[src/rtl/sys_cmd_master_if.sv]
`default_nettype none
// ============================================================================
//  Module   : sys_cmd_master_if
//  Brief    : Command / UART byte-stream / response bundle for sys_cmd_master.
//  Revision : 1.0
// ============================================================================
interface sys_cmd_master_if #(
    parameter int DATA_WIDTH    = 8,
    parameter int ADDRESS       = 4,
    parameter int ALU_FUN_WIDTH = 4,
    parameter int ALU_WIDTH     = 16
);
    logic                     cmd_valid;
    logic                     cmd_ready;
    logic [1:0]               cmd_type;
    logic [ADDRESS-1:0]       cmd_addr;
    logic [DATA_WIDTH-1:0]    cmd_wdata;
    logic [DATA_WIDTH-1:0]    cmd_op_a;
    logic [DATA_WIDTH-1:0]    cmd_op_b;
    logic [ALU_FUN_WIDTH-1:0] cmd_fun;
    logic [DATA_WIDTH-1:0]    tx_p_data;
    logic                     tx_d_valid;
    logic                     tx_ready;
    logic [DATA_WIDTH-1:0]    rx_p_data;
    logic                     rx_d_valid;
    logic                     rsp_valid;
    logic [ALU_WIDTH-1:0]     rsp_data;
    logic                     rsp_timeout;
    logic                     busy;

    modport master (
        input  cmd_valid, cmd_type, cmd_addr, cmd_wdata, cmd_op_a, cmd_op_b, cmd_fun,
        input  tx_ready, rx_p_data, rx_d_valid,
        output cmd_ready, tx_p_data, tx_d_valid, rsp_valid, rsp_data, rsp_timeout, busy
    );

    modport slave (
        output cmd_valid, cmd_type, cmd_addr, cmd_wdata, cmd_op_a, cmd_op_b, cmd_fun,
        output tx_ready, rx_p_data, rx_d_valid,
        input  cmd_ready, tx_p_data, tx_d_valid, rsp_valid, rsp_data, rsp_timeout, busy
    );
endinterface
`default_nettype wire

[src/rtl/sys_cmd_master.sv]
`default_nettype none
// ============================================================================
//  Module   : sys_cmd_master
//  Brief    : Serializes one command into a UART TX frame and reassembles the
//             UART RX response into a single response word (with timeout).
//  Revision : 1.0
// ============================================================================
module sys_cmd_master #(
    parameter int DATA_WIDTH     = 8,
    parameter int ADDRESS        = 4,
    parameter int ALU_FUN_WIDTH  = 4,
    parameter int ALU_WIDTH      = 16,
    parameter int TIMEOUT_CYCLES = 4096
) (
    input  wire logic          clk,
    input  wire logic          rst,
    sys_cmd_master_if.master   bus_io
);

    localparam int TMO_W = 16;
    localparam logic [TMO_W-1:0]      C_TMO_LAST = TMO_W'(TIMEOUT_CYCLES - 1);
    localparam logic [DATA_WIDTH-1:0] C_HDR_WR   = DATA_WIDTH'(8'hAA);
    localparam logic [DATA_WIDTH-1:0] C_HDR_RD   = DATA_WIDTH'(8'hBB);
    localparam logic [DATA_WIDTH-1:0] C_HDR_ALU  = DATA_WIDTH'(8'hCC);
    localparam logic [DATA_WIDTH-1:0] C_HDR_NOP  = DATA_WIDTH'(8'hDD);

    typedef enum logic [1:0] {
        S_IDLE     = 2'd0,
        S_SEND     = 2'd1,
        S_WAIT_RSP = 2'd2,
        S_DONE     = 2'd3
    } state_e;

    state_e                   state_q,   state_d;
    logic [1:0]               type_q,    type_d;
    logic [ADDRESS-1:0]       addr_q,    addr_d;
    logic [DATA_WIDTH-1:0]    wdata_q,   wdata_d;
    logic [DATA_WIDTH-1:0]    opa_q,     opa_d;
    logic [DATA_WIDTH-1:0]    opb_q,     opb_d;
    logic [ALU_FUN_WIDTH-1:0] fun_q,     fun_d;
    logic [1:0]               idx_q,     idx_d;
    logic                     rxcnt_q,   rxcnt_d;
    logic [DATA_WIDTH-1:0]    lo_q,      lo_d;
    logic [ALU_WIDTH-1:0]     rsp_q,     rsp_d;
    logic                     tmoflag_q, tmoflag_d;
    logic [TMO_W-1:0]         tmo_q,     tmo_d;

    logic [DATA_WIDTH-1:0]    w_frame_byte;
    logic [1:0]               w_last_idx;

    // Frame byte selection by command type and byte index.
    always_comb begin
        w_frame_byte = '0;
        w_last_idx   = 2'd1;
        unique case (type_q)
            2'b00: begin
                w_last_idx = 2'd2;
                case (idx_q)
                    2'd0:    w_frame_byte = C_HDR_WR;
                    2'd1:    w_frame_byte = DATA_WIDTH'(addr_q);
                    default: w_frame_byte = wdata_q;
                endcase
            end
            2'b01: begin
                w_last_idx   = 2'd1;
                w_frame_byte = (idx_q == 2'd0) ? C_HDR_RD : DATA_WIDTH'(addr_q);
            end
            2'b10: begin
                w_last_idx = 2'd3;
                case (idx_q)
                    2'd0:    w_frame_byte = C_HDR_ALU;
                    2'd1:    w_frame_byte = opa_q;
                    2'd2:    w_frame_byte = opb_q;
                    default: w_frame_byte = DATA_WIDTH'(fun_q);
                endcase
            end
            default: begin
                w_last_idx   = 2'd1;
                w_frame_byte = (idx_q == 2'd0) ? C_HDR_NOP : DATA_WIDTH'(fun_q);
            end
        endcase
    end

    always_comb begin
        state_d   = state_q;
        type_d    = type_q;
        addr_d    = addr_q;
        wdata_d   = wdata_q;
        opa_d     = opa_q;
        opb_d     = opb_q;
        fun_d     = fun_q;
        idx_d     = idx_q;
        rxcnt_d   = rxcnt_q;
        lo_d      = lo_q;
        rsp_d     = rsp_q;
        tmoflag_d = tmoflag_q;
        tmo_d     = tmo_q;

        unique case (state_q)
            S_IDLE: begin
                if (bus_io.cmd_valid) begin
                    type_d  = bus_io.cmd_type;
                    addr_d  = bus_io.cmd_addr;
                    wdata_d = bus_io.cmd_wdata;
                    opa_d   = bus_io.cmd_op_a;
                    opb_d   = bus_io.cmd_op_b;
                    fun_d   = bus_io.cmd_fun;
                    idx_d   = 2'd0;
                    state_d = S_SEND;
                end
            end
            S_SEND: begin
                if (bus_io.tx_ready) begin
                    if (idx_q == w_last_idx) begin
                        tmo_d     = '0;
                        rxcnt_d   = 1'b0;
                        tmoflag_d = 1'b0;
                        state_d   = (type_q == 2'b00) ? S_DONE : S_WAIT_RSP;
                    end else begin
                        idx_d = idx_q + 2'd1;
                    end
                end
            end
            S_WAIT_RSP: begin
                // A byte arriving on the expiry cycle takes priority over the timeout.
                if (bus_io.rx_d_valid) begin
                    tmo_d = '0;
                    if (type_q[1] && !rxcnt_q) begin
                        lo_d    = bus_io.rx_p_data;
                        rxcnt_d = 1'b1;
                    end else begin
                        rsp_d   = type_q[1] ? ALU_WIDTH'({bus_io.rx_p_data, lo_q})
                                            : ALU_WIDTH'(bus_io.rx_p_data);
                        state_d = S_DONE;
                    end
                end else if (tmo_q == C_TMO_LAST) begin
                    tmoflag_d = 1'b1;
                    state_d   = S_DONE;
                end else begin
                    tmo_d = tmo_q + TMO_W'(1);
                end
            end
            default: begin
                state_d = S_IDLE;
            end
        endcase
    end

    always_ff @(posedge clk or posedge rst) begin
        if (rst) begin
            state_q   <= S_IDLE;
            type_q    <= '0;
            addr_q    <= '0;
            wdata_q   <= '0;
            opa_q     <= '0;
            opb_q     <= '0;
            fun_q     <= '0;
            idx_q     <= '0;
            rxcnt_q   <= 1'b0;
            lo_q      <= '0;
            rsp_q     <= '0;
            tmoflag_q <= 1'b0;
            tmo_q     <= '0;
        end else begin
            state_q   <= state_d;
            type_q    <= type_d;
            addr_q    <= addr_d;
            wdata_q   <= wdata_d;
            opa_q     <= opa_d;
            opb_q     <= opb_d;
            fun_q     <= fun_d;
            idx_q     <= idx_d;
            rxcnt_q   <= rxcnt_d;
            lo_q      <= lo_d;
            rsp_q     <= rsp_d;
            tmoflag_q <= tmoflag_d;
            tmo_q     <= tmo_d;
        end
    end

    assign bus_io.cmd_ready   = (state_q == S_IDLE);
    assign bus_io.tx_d_valid  = (state_q == S_SEND);
    assign bus_io.tx_p_data   = (state_q == S_SEND) ? w_frame_byte : '0;
    assign bus_io.rsp_valid   = (state_q == S_DONE) && !tmoflag_q;
    assign bus_io.rsp_timeout = (state_q == S_DONE) &&  tmoflag_q;
    assign bus_io.rsp_data    = rsp_q;
    assign bus_io.busy        = (state_q != S_IDLE);

endmodule
`default_nettype wire

[src/flat_wrapper.sv]
// flat-port wrapper written by rule: the top's interface ports become plain ports
module sys_cmd_master_flat 
#(
    parameter int DATA_WIDTH     = 8,
    parameter int ADDRESS        = 4,
    parameter int ALU_FUN_WIDTH  = 4,
    parameter int ALU_WIDTH      = 16,
    parameter int TIMEOUT_CYCLES = 4096
)
  (clk, rst, bus_io_cmd_valid, bus_io_cmd_type, bus_io_cmd_addr, bus_io_cmd_wdata, bus_io_cmd_op_a, bus_io_cmd_op_b, bus_io_cmd_fun, bus_io_tx_ready, bus_io_rx_p_data, bus_io_rx_d_valid, bus_io_cmd_ready, bus_io_tx_p_data, bus_io_tx_d_valid, bus_io_rsp_valid, bus_io_rsp_data, bus_io_rsp_timeout, bus_io_busy);
  sys_cmd_master_if #(.DATA_WIDTH(DATA_WIDTH), .ADDRESS(ADDRESS), .ALU_FUN_WIDTH(ALU_FUN_WIDTH), .ALU_WIDTH(ALU_WIDTH)) bus_io_i ();
  input  wire logic clk;
  input  wire logic rst;
  input wire logic [$bits(bus_io_i.cmd_valid)-1:0] bus_io_cmd_valid;
  input wire logic [$bits(bus_io_i.cmd_type)-1:0] bus_io_cmd_type;
  input wire logic [$bits(bus_io_i.cmd_addr)-1:0] bus_io_cmd_addr;
  input wire logic [$bits(bus_io_i.cmd_wdata)-1:0] bus_io_cmd_wdata;
  input wire logic [$bits(bus_io_i.cmd_op_a)-1:0] bus_io_cmd_op_a;
  input wire logic [$bits(bus_io_i.cmd_op_b)-1:0] bus_io_cmd_op_b;
  input wire logic [$bits(bus_io_i.cmd_fun)-1:0] bus_io_cmd_fun;
  input wire logic [$bits(bus_io_i.tx_ready)-1:0] bus_io_tx_ready;
  input wire logic [$bits(bus_io_i.rx_p_data)-1:0] bus_io_rx_p_data;
  input wire logic [$bits(bus_io_i.rx_d_valid)-1:0] bus_io_rx_d_valid;
  output wire logic [$bits(bus_io_i.cmd_ready)-1:0] bus_io_cmd_ready;
  output wire logic [$bits(bus_io_i.tx_p_data)-1:0] bus_io_tx_p_data;
  output wire logic [$bits(bus_io_i.tx_d_valid)-1:0] bus_io_tx_d_valid;
  output wire logic [$bits(bus_io_i.rsp_valid)-1:0] bus_io_rsp_valid;
  output wire logic [$bits(bus_io_i.rsp_data)-1:0] bus_io_rsp_data;
  output wire logic [$bits(bus_io_i.rsp_timeout)-1:0] bus_io_rsp_timeout;
  output wire logic [$bits(bus_io_i.busy)-1:0] bus_io_busy;
  assign bus_io_i.cmd_valid = bus_io_cmd_valid;
  assign bus_io_i.cmd_type = bus_io_cmd_type;
  assign bus_io_i.cmd_addr = bus_io_cmd_addr;
  assign bus_io_i.cmd_wdata = bus_io_cmd_wdata;
  assign bus_io_i.cmd_op_a = bus_io_cmd_op_a;
  assign bus_io_i.cmd_op_b = bus_io_cmd_op_b;
  assign bus_io_i.cmd_fun = bus_io_cmd_fun;
  assign bus_io_i.tx_ready = bus_io_tx_ready;
  assign bus_io_i.rx_p_data = bus_io_rx_p_data;
  assign bus_io_i.rx_d_valid = bus_io_rx_d_valid;
  assign bus_io_cmd_ready = bus_io_i.cmd_ready;
  assign bus_io_tx_p_data = bus_io_i.tx_p_data;
  assign bus_io_tx_d_valid = bus_io_i.tx_d_valid;
  assign bus_io_rsp_valid = bus_io_i.rsp_valid;
  assign bus_io_rsp_data = bus_io_i.rsp_data;
  assign bus_io_rsp_timeout = bus_io_i.rsp_timeout;
  assign bus_io_busy = bus_io_i.busy;
  sys_cmd_master #(.DATA_WIDTH(DATA_WIDTH), .ADDRESS(ADDRESS), .ALU_FUN_WIDTH(ALU_FUN_WIDTH), .ALU_WIDTH(ALU_WIDTH), .TIMEOUT_CYCLES(TIMEOUT_CYCLES)) u_core (.clk(clk), .rst(rst), .bus_io(bus_io_i));
endmodule
[config.mk]
export PLATFORM = sky130hd
export DESIGN_NAME = sys_cmd_master_flat
export DESIGN_NICKNAME = d
export VERILOG_FILES = /design/src/rtl/sys_cmd_master_if.sv /design/src/rtl/sys_cmd_master.sv /design/src/flat_wrapper.sv
export SDC_FILE = /design/constraint.sdc
export NUM_CORES = 1
export LEC_CHECK = 0
export ABC_AREA = 1
export BUFFER_PORTS_ARGS = -buffer_cell sky130_fd_sc_hd__buf_2
export CAP_MARGIN = 40
export CELL_PAD_IN_SITES_DETAIL_PLACEMENT = 1
export CELL_PAD_IN_SITES_GLOBAL_PLACEMENT = 1
export CORE_MARGIN = 2
export CORE_UTILIZATION = 35
export DETAILED_ROUTE_END_ITERATION = 7
export PLACE_DENSITY = 0.8
export SLEW_MARGIN = 10
export SYNTH_ARGS = -nofsm -noshare
export SYNTH_HDL_FRONTEND = slang
export SYNTH_SLANG_ARGS = --single-unit
[constraint.sdc]
create_clock -name clk -period 5.2 [get_ports clk]
set_clock_uncertainty 0.15 [all_clocks]
set_input_delay 1.56 -clock clk [delete_from_list [all_inputs] [get_ports clk]]
set_output_delay 1.56 -clock clk [all_outputs]
set_load 0.005 [all_outputs]
[Word-level counts from Yosys, hierarchy flattened]
Index checks and enable logic that the tools add are counted.
Word-level totals
  word-level logic and storage cells: 88
  flip-flop bits (word level): 80
  output and inout bits: 29
Cells by class
  equality and inequality tests: 20
  reduce and logical (&&, ||, !) cells: 19
  $add $sub $neg: 2
  mux-type cells: 33
  bitwise logic cells: 1
Operators with widths (count)
  2-to-1 mux 16 bit: 5
  one-hot mux 8 bit (3 select lines): 2
  one-hot mux 16 bit (2 select lines): 1
  2-to-1 mux 8 bit: 3
  2-to-1 mux 2 bit: 9
  adder 16 x 1 -> 16 bit, second input constant: 1
  equality test 16 x 12 -> 1 bit, second input constant: 1
  one-hot mux 8 bit (2 select lines): 1
  AND reduction 5 bit: 3
  inequality test 2 bit, second input constant: 5
  equality test 2 bit, second input constant: 4
  one-hot mux 2 bit (2 select lines): 2
  AND reduction 4 bit: 2
  2-to-1 mux 1 bit: 7
  equality test 2 x 1 -> 1 bit, second input constant: 3
  logical NOT 2 bit: 3
  inequality test 2 x 1 -> 1 bit, second input constant: 3
  inequality test 3 bit, second input constant: 2
  one-hot mux 2 bit (3 select lines): 1
  AND reduction 3 bit: 2
  nonzero test 2 bit: 3
  one-hot mux 1 bit (2 select lines): 2
  logical AND 1 bit: 3
  inequality test 3 x 2 -> 1 bit, second input constant: 1
  other kinds (5): 6

[Logic depth before layout (Yosys ltp)]
Gate-level depths: netlist of run 1.
  depth in word-level cells: 6
  depth in mapped cells: 12
  mapped depth without buffers: 11

[Least setup slack after synthesis of run 1]
OpenSTA, ideal clock, no wires.
  path type: register to output
  start: reg u_core.idx_q[1]
  end: out bus_io_tx_p_data[6]
  arrival: 1.481 ns
  setup slack: 2.009 ns
  stages on the path, launching flop included: 9
  buffers on the path: 1
  path through: dfrtp_1 inv_1 ha_1 clkbuf_1 nor2_1 nand2_1 inv_2 nand2_1 a311oi_1
Between the ends
  cells in the longest elaborated chain, start to end: 4
  elaborated cells on any way between the ends: 8
  those cells by class: eq/ne (2); mux (5); reduce/logical (1)
Ends and longest elaborated chain
  from (decl): line sys_cmd_master.sv:41  | logic [1:0] idx_q, idx_d;
  from (signal assigned): line sys_cmd_master.sv:172  | idx_q <= idx_d;
  equality test 2 bit, or another cell as far along: line sys_cmd_master.sv:70  | case (idx_q)
  one-hot mux 8 bit (3 select lines), or another cell as far along: line sys_cmd_master.sv:70
  one-hot mux 8 bit (3 select lines) *: line sys_cmd_master.sv:55  | unique case (type_q)
  2-to-1 mux 8 bit *: line sys_cmd_master.sv:183  | assign bus_io.tx_p_data = (state_q == S_SEND) ? w_frame_byte : '0;
  to (decl): line flat_wrapper.sv:25  | output wire logic [$bits(bus_io_i.tx_p_data)-1:0] bus_io_tx_p_data;
Mark *: on every way between the ends. The rest lies on a longest branch, timed or not.

[Worst setup path in the final report of run 1]
  start: reg u_core.type_q[1]
  end: out bus_io_tx_p_data[6]
Between the ends
  cells in the longest elaborated chain, start to end: 3
  elaborated cells on any way between the ends: 5
  those cells by class: eq/ne (2); mux (2); reduce/logical (1)
Ends and longest elaborated chain
  from (decl): line sys_cmd_master.sv:35  | logic [1:0] type_q, type_d;
  from (signal assigned): line sys_cmd_master.sv:166  | type_q <= type_d;
  equality test 2 bit, or another cell as far along: line sys_cmd_master.sv:55
  one-hot mux 8 bit (3 select lines) *: line sys_cmd_master.sv:55
  2-to-1 mux 8 bit *: line sys_cmd_master.sv:183
Marks and branches as above.

==> results of run 1 <==
-- per-layer routing --
metal	global-route usage, %	up-vias
met3	3.27	20
met2	34.4	75
met1	26.2	1972
met5	0	-
li1	-	1914
met4	7.38	0
-- cells in the final DEF (no fill, tap or decap), drive strengths merged --
cell type / count
o211ai: 7
clkinv: 4
a41oi: 1
xnor2: 2
clkbuf: 14
nor2: 61
a21o: 1
o31ai: 1
dfrtp: 80
nor3: 6
ha: 10
nand2: 159
o2111ai: 1
a21oi: 11
inv: 53
buf: 79
nor4: 2
mux2: 27
a22oi: 1
o22ai: 1
a31o: 1
o21ai: 38
xor2: 2
a311oi: 1
nand4: 7
o21bai: 3
a31oi: 9
o21a: 1
nand3: 35
or2: 1
-- power by group through the flow --
| stage | clock (W) | combinational, W | sequential, W |
|---|---|---|---|
| after CTS | 0.000617 | 0.00116 | 0.00107 |
| after global placement | 0 | 0.00108 | 0.00106 |
| after floorplan | 0 | 0.000836 | 0.000996 |
| after detailed placement | 0 | 0.00114 | 0.00107 |
| after global routing | 0.000647 | 0.00129 | 0.00111 |
| final | 0.000603 | 0.00115 | 0.00106 |
-- kinds of logic after synthesis --
logic type / Yosys count / synth area share [%]
AND/OR/NAND/NOR: 271 / 26.0
flip-flops: 80 / 45.5
AO/OA/AOI/OAI: 77 / 10.4
buffers and inverters: 75 / 7.53
multiplexers: 27 / 6.91
adder cells (fa/ha/maj): 10 / 2.84
XOR/XNOR: 4 / 0.796
-- worst reg2reg max path: cells and delay by family, from the launching register on --
family	cells	cell delay, ps
AND/OR/NAND/NOR	4	720
buffers and inverters	2	390
AO/OA/AOI/OAI	2	260
adder cells (fa/ha/maj)	1	500
flip-flops	1	440
-- registers in the layout, summed over array words and instances (netlist names) --
name                    count
u_core.lo_q                 8
u_core.type_q               2
u_core.wdata_q              8
u_core.tmoflag_q            1
u_core.addr_q               4
u_core.tmo_q               16
u_core.opb_q                8
u_core.opa_q                8
u_core.fun_q                4
u_core.state_q              2
u_core.bus_io.rsp_data     16
u_core.rxcnt_q              1
u_core.idx_q                2
-- path summary, 6_finish.rpt --
path,from,to,slack [ps],depth (start not counted)
setup / recovery,u_core.type_q[1],bus_io_tx_p_data[6],1050,5
hold / removal,u_core.lo_q[2],u_core.lo_q[2],330,2
setup reg to reg,u_core.state_q[1],u_core.state_q[0],2670,9
hold reg to reg,u_core.lo_q[2],u_core.lo_q[2],330,2
max in group asynchronous,rst,u_core.tmo_q[6],3020,4
min in group asynchronous,rst,u_core.bus_io.rsp_data[13],990,2
-- through the flow --
stage	util, %	instances	area [um^2]
floorplan	-	544	4400
global route	42.8	787	5200
global placement	40.1	769	4880
finish	42.8	787	5200
detailed placement	40.5	771	4920
CTS	42.8	787	5200
-- area by class of cell --
class | instances | area [um^2]
multi-input cells | 389 | 2070
flip-flops and latches | 80 | 2000
fillers | 1504 | 6960
repair buffers | 79 | 433
well taps | 168 | 210
inverters | 55 | 208
clock inverters | 2 | 13.8
clock buffers | 14 | 264
-- synth_stat cells (2+ instances only) --
library cell / n / share of area (%)
nand2_1: 154 / 13
dfrtp_1: 80 / 45
nor2_1: 59 / 5.0
inv_1: 49 / 4.2
o21ai_0: 36 / 4.1
nand3_1: 34 / 3.9
mux2_2: 27 / 6.9
a21oi_1: 11 / 1.3
ha_1: 10 / 2.8
a31oi_1: 9 / 1.3
nand4_1: 7 / 0.99
o211ai_1: 7 / 1.2
buf_1: 5 / 0.43
clkbuf_1: 5 / 0.43
inv_2: 5 / 0.43
nor3_1: 5 / 0.57
buf_2: 4 / 0.45
nand2_2: 3 / 0.43
o21bai_1: 3 / 0.51
buf_6: 2 / 0.51
nand2_4: 2 / 0.51
nor4_1: 2 / 0.28
xnor2_1: 2 / 0.40
xor2_1: 2 / 0.40
==> flow_metrics.py, run 1 <==
metrics = {
    "run_status": {
        "status": "finished, final reports clean",
    },
    "route": {
        "vias": 3981,
        "route.detailed.drc": 0,
        "via_per_inst": 5.06,
        "firstDrtPassIters": 4,
        "drt_iter0_drc": 108,
        "avgRoutedWirePerCell_um": 16.0,
        "highest_layer": "met4",
        "route.antenna.remaining_nets": 0,
        "wl_mm": 12.6,
        "wl_met3_um": 432,
        "drt-met1-wl_mm": 5.71,
        "met2_length_mm": 6.24,
    },
    "setup_path": {
        "crit_chain": "inv_2 > nor3_1 > nand2_1 > a311oi_1 > buf_2",
        "critPathCaptureType": "output port",
        "required_ps": 3490,
        "crit_fanout": 24,
        "cp_num_buf_inv": 2,
        "crit_type": "reg2out",
        "path_delay_family": "flip-flops",
        "worstPathArrival_ps": 2440,
        "cp-start-kind": "flip-flop",
        "cp_slowest_cell": "dfrtp_1",
        "cpPeakStageDelay_ps": 820,
    },
    "clocking": {
        "cts-resized-gates": 0,
        "root_buffer": "clkbuf_16",
        "clock_latency_ps": 340,
        "cts_tree": "built",
        "ctsHoldBuffers": 0,
        "cts_setup_buffers": 0,
        "cts.sinks": 80,
        "cts_buffer_depth": 2,
        "htreeDepth": 3,
        "cts_buffers": 9,
        "clk_pin_slew_worst_paths_ps": 60,
    },
    "cells_and_area": {
        "areaGrowthSynthToFinish_pct": 18.2,
        "drive_gt1_share_pct": 22.3,
        "antennaDiodeCount": 0,
        "nets": 671,
    },
    "sta": {
        "setup_ws_ps": 1050,
        "drv_slew": 0,
        "tightest_slew_ps": 732,
        "post-route-period-util_pct": 79.7,
        "grt_setup_unrepaired": "no",
        "slew_headroom_pct": 51.2,
        "fmax_mhz": 241,
        "tns_ps": 0,
        "finalHoldViolCount": 0,
        "fin_hold_ws_ps": 328,
        "min_period_ps": 4150,
        "setup_viol": 0,
    },
    "floorplanning": {
        "initial_utilization_pct": 36.2,
        "rows": 40,
        "die_w_um": 116,
        "die_height_um": 116,
        "die-area_um2": 13500,
        "io_pins": 76,
        "coreArea_um2": 12200,
    },
    "synthesis": {
        "yosys_most_used_dff": "dfrtp_1",
        "netlist_area_um2": 4400,
        "async_flop_share_pct": 100,
        "yosysWarningCount": 0,
        "ys_types": 45,
        "synth_cells": 544,
        "seq_area_frac_synth_pct": 45.5,
        "syn_area_per_cell_um2": 8.09,
        "syn-num-nets": 601,
        "ys_ff_latch": 80,
        "synth-edff-count": 0,
    },
    "place": {
        "gp_congestion": 0.910,
        "portBuffers": 75,
        "pre_cts_slack_ps": 1400,
        "dpl.hpwl_mm": 9.21,
    },
    "pwr": {
        "power.density_nw_per_um2": 541,
        "p_leak_nw": 2.53,
        "pwr-share-clk_pct": 21.4,
        "p_sw_w": 0.00115,
        "sw_frac_of_total_pct": 40.7,
        "p_comb_share_pct": 40.7,
        "power.internal_w": 0.00167,
        "seqPwrFrac_pct": 37.8,
        "peakVddDrop_v": 0.000235,
        "total_power_w": 0.00281,
    },
    "grt": {
        "grt_max_degree": 47,
        "grt_remaining_overflow": 0,
        "antenna_found_initial": 0,
        "grt_pass1_wl_mm": 21.4,
        "grt_usage_pct": 20.3,
        "grt_pass1_vias": 4300,
    },
    "worst_hold_path": {
        "hold_class": "reg2reg",
    },
    "run": {
        "maxCapViolations": 0,
    },
}
No activity file was read; power rests on OpenSTA's default activity.
==> run 2: changes to the inputs <==
clock period = 4.3 ns   (was 5.2 ns; I/O delays follow)
==> flow_metrics.py, run 2 (same netlist as run 1, synthesis figures left out) <==
metrics = {
    "floorplanning": {
        "coreArea_um2": 12200,
        "die_w_um": 116,
        "die_height_um": 116,
        "rows": 40,
        "die-area_um2": 13500,
        "initial_utilization_pct": 36.2,
        "io_pins": 76,
    },
    "grt": {
        "grt_pass1_wl_mm": 20.7,
        "grt_pass1_vias": 4240,
        "grt_usage_pct": 19.6,
        "grt_remaining_overflow": 0,
        "grt_max_degree": 43,
        "antenna_found_initial": 0,
    },
    "clocking": {
        "cts_setup_buffers": 0,
        "cts_buffer_depth": 2,
        "cts_buffers": 9,
        "clock_latency_ps": 350,
        "clk_pin_slew_worst_paths_ps": 60,
        "ctsHoldBuffers": 0,
        "root_buffer": "clkbuf_16",
        "htreeDepth": 3,
        "cts_tree": "built",
        "cts.sinks": 80,
        "cts-resized-gates": 0,
    },
    "place": {
        "portBuffers": 75,
        "gp_congestion": 0.891,
        "dp.cells": 773,
        "dpl.hpwl_mm": 9.11,
    },
    "cells_and_area": {
        "n_fill_cell": 1501,
        "nets": 673,
        "antennaDiodeCount": 0,
        "fin_util_pct": 43.0,
        "final_common_cell": "nand2_1",
        "layoutNonFillerInstCount": 789,
        "areaGrowthSynthToFinish_pct": 18.9,
        "layout.cells.most_common_list": "154 x nand2_1, 80 x dfrtp_1, 75 x buf_2, 59 x nor2_1, 48 x inv_1",
        "multi_input_area_um2": 2070,
        "drive_gt1_share_pct": 23.0,
        "register_area_um2": 2000,
    },
    "pwr": {
        "peakVddDrop_v": 0.000350,
        "p_leak_nw": 2.54,
        "power.density_nw_per_um2": 654,
    },
    "sta": {
        "post-route-period-util_pct": 83.5,
        "tns_ps": 0,
        "tightest_slew_ps": 737,
        "setup_viol": 0,
        "min_period_ps": 3590,
        "slew_headroom_pct": 50.7,
        "drv_slew": 0,
        "grt_setup_unrepaired": "no",
        "fmax_mhz": 279,
        "finalHoldViolCount": 0,
    },
    "route": {
        "drt_iter0_drc": 125,
        "avgRoutedWirePerCell_um": 15.4,
        "route.antenna.remaining_nets": 0,
        "via_per_inst": 5.04,
        "wl_mm": 12.2,
        "vias": 3976,
        "route.detailed.drc": 0,
        "firstDrtPassIters": 4,
    },
    "setup_path": {
        "crit_type": "reg2out",
        "crit_fanout": 9,
        "worstPathArrival_ps": 2150,
        "critPathCaptureType": "output port",
        "cp-start-kind": "flip-flop",
        "r2r_slack_ps": 1840,
        "required_ps": 2860,
    },
    "worst_hold_path": {
        "hold_class": "reg2reg",
    },
    "run": {
        "maxCapViolations": 0,
    },
    "run_status": {
        "status": "finished, final reports clean",
    },
}
## run 2: layout make-up
cell class	count	area share, %
clock inverters	6	0.980
inverters	55	3.97
multi-input cells	389	39.6
repair buffers	81	8.65
flip-flops and latches	80	38.2
clock buffers	10	4.57
well taps	168	4.02
## run 2: power breakdown
| group | internal [W] | total, W | leakage (nW) | switching (W) |
|---|---|---|---|---|
| logic | 0.000552 | 0.00140 | 1.42 | 0.000849 |
| clock network | 0.000415 | 0.000752 | 0.134 | 0.000337 |
| registers | 0.00105 | 0.00127 | 0.987 | 0.000219 |
| total | 0.00202 | 0.00343 | 2.54 | 0.00141 |
## run 2: worst max-delay path, stage by stage (launching register included)
cell      delay (ps)
dfrtp_1          490
inv_1            110
ha_1             320
nor2_1           220
nand2_1          110
inv_2            100
nand2_1           60
a311oi_1         240
buf_2            170
## run 2: per-stage QoR
| step | hold WS, ps | setup slack [ps] | cell area [um^2] | power (W) |
|---|---|---|---|---|
| after global routing | 363 | 560 | 5240 | 0.00369 |
| after CTS | 329 | 684 | 5240 | 0.00346 |
| final | 327 | 711 | 5240 | 0.00343 |
| after floorplan | 292 | 808 | 4400 | 0.00222 |
| after global placement | 303 | 1170 | 4920 | 0.00261 |
| after detailed placement | 314 | 1060 | 4940 | 0.00269 |
## run 2: final timing paths
| path | cells past startpoint | end | start |
|---|---|---|---|
| worst max register to register | 9 | u_core.idx_q[0] | u_core.state_q[1] |
| worst max-delay path | 8 | bus_io_tx_p_data[6] | u_core.idx_q[1] |
| min in group asynchronous | 2 | u_core.bus_io.rsp_data[14] | rst |
| worst min register to register | 2 | u_core.lo_q[7] | u_core.lo_q[7] |
| max in group asynchronous | 4 | u_core.wdata_q[0] | rst |
| worst min-delay path | 2 | u_core.lo_q[7] | u_core.lo_q[7] |
## run 2: per-layer routing
layer  GRT usage [%]  up-vias  part of all wire (%)
li1                -     1907                     -
met1            24.9     1988                    46
met2            33.1       68                    49
met3            4.10       13                   3.4
met4            7.14        0                   1.5
met5               0        -                     0
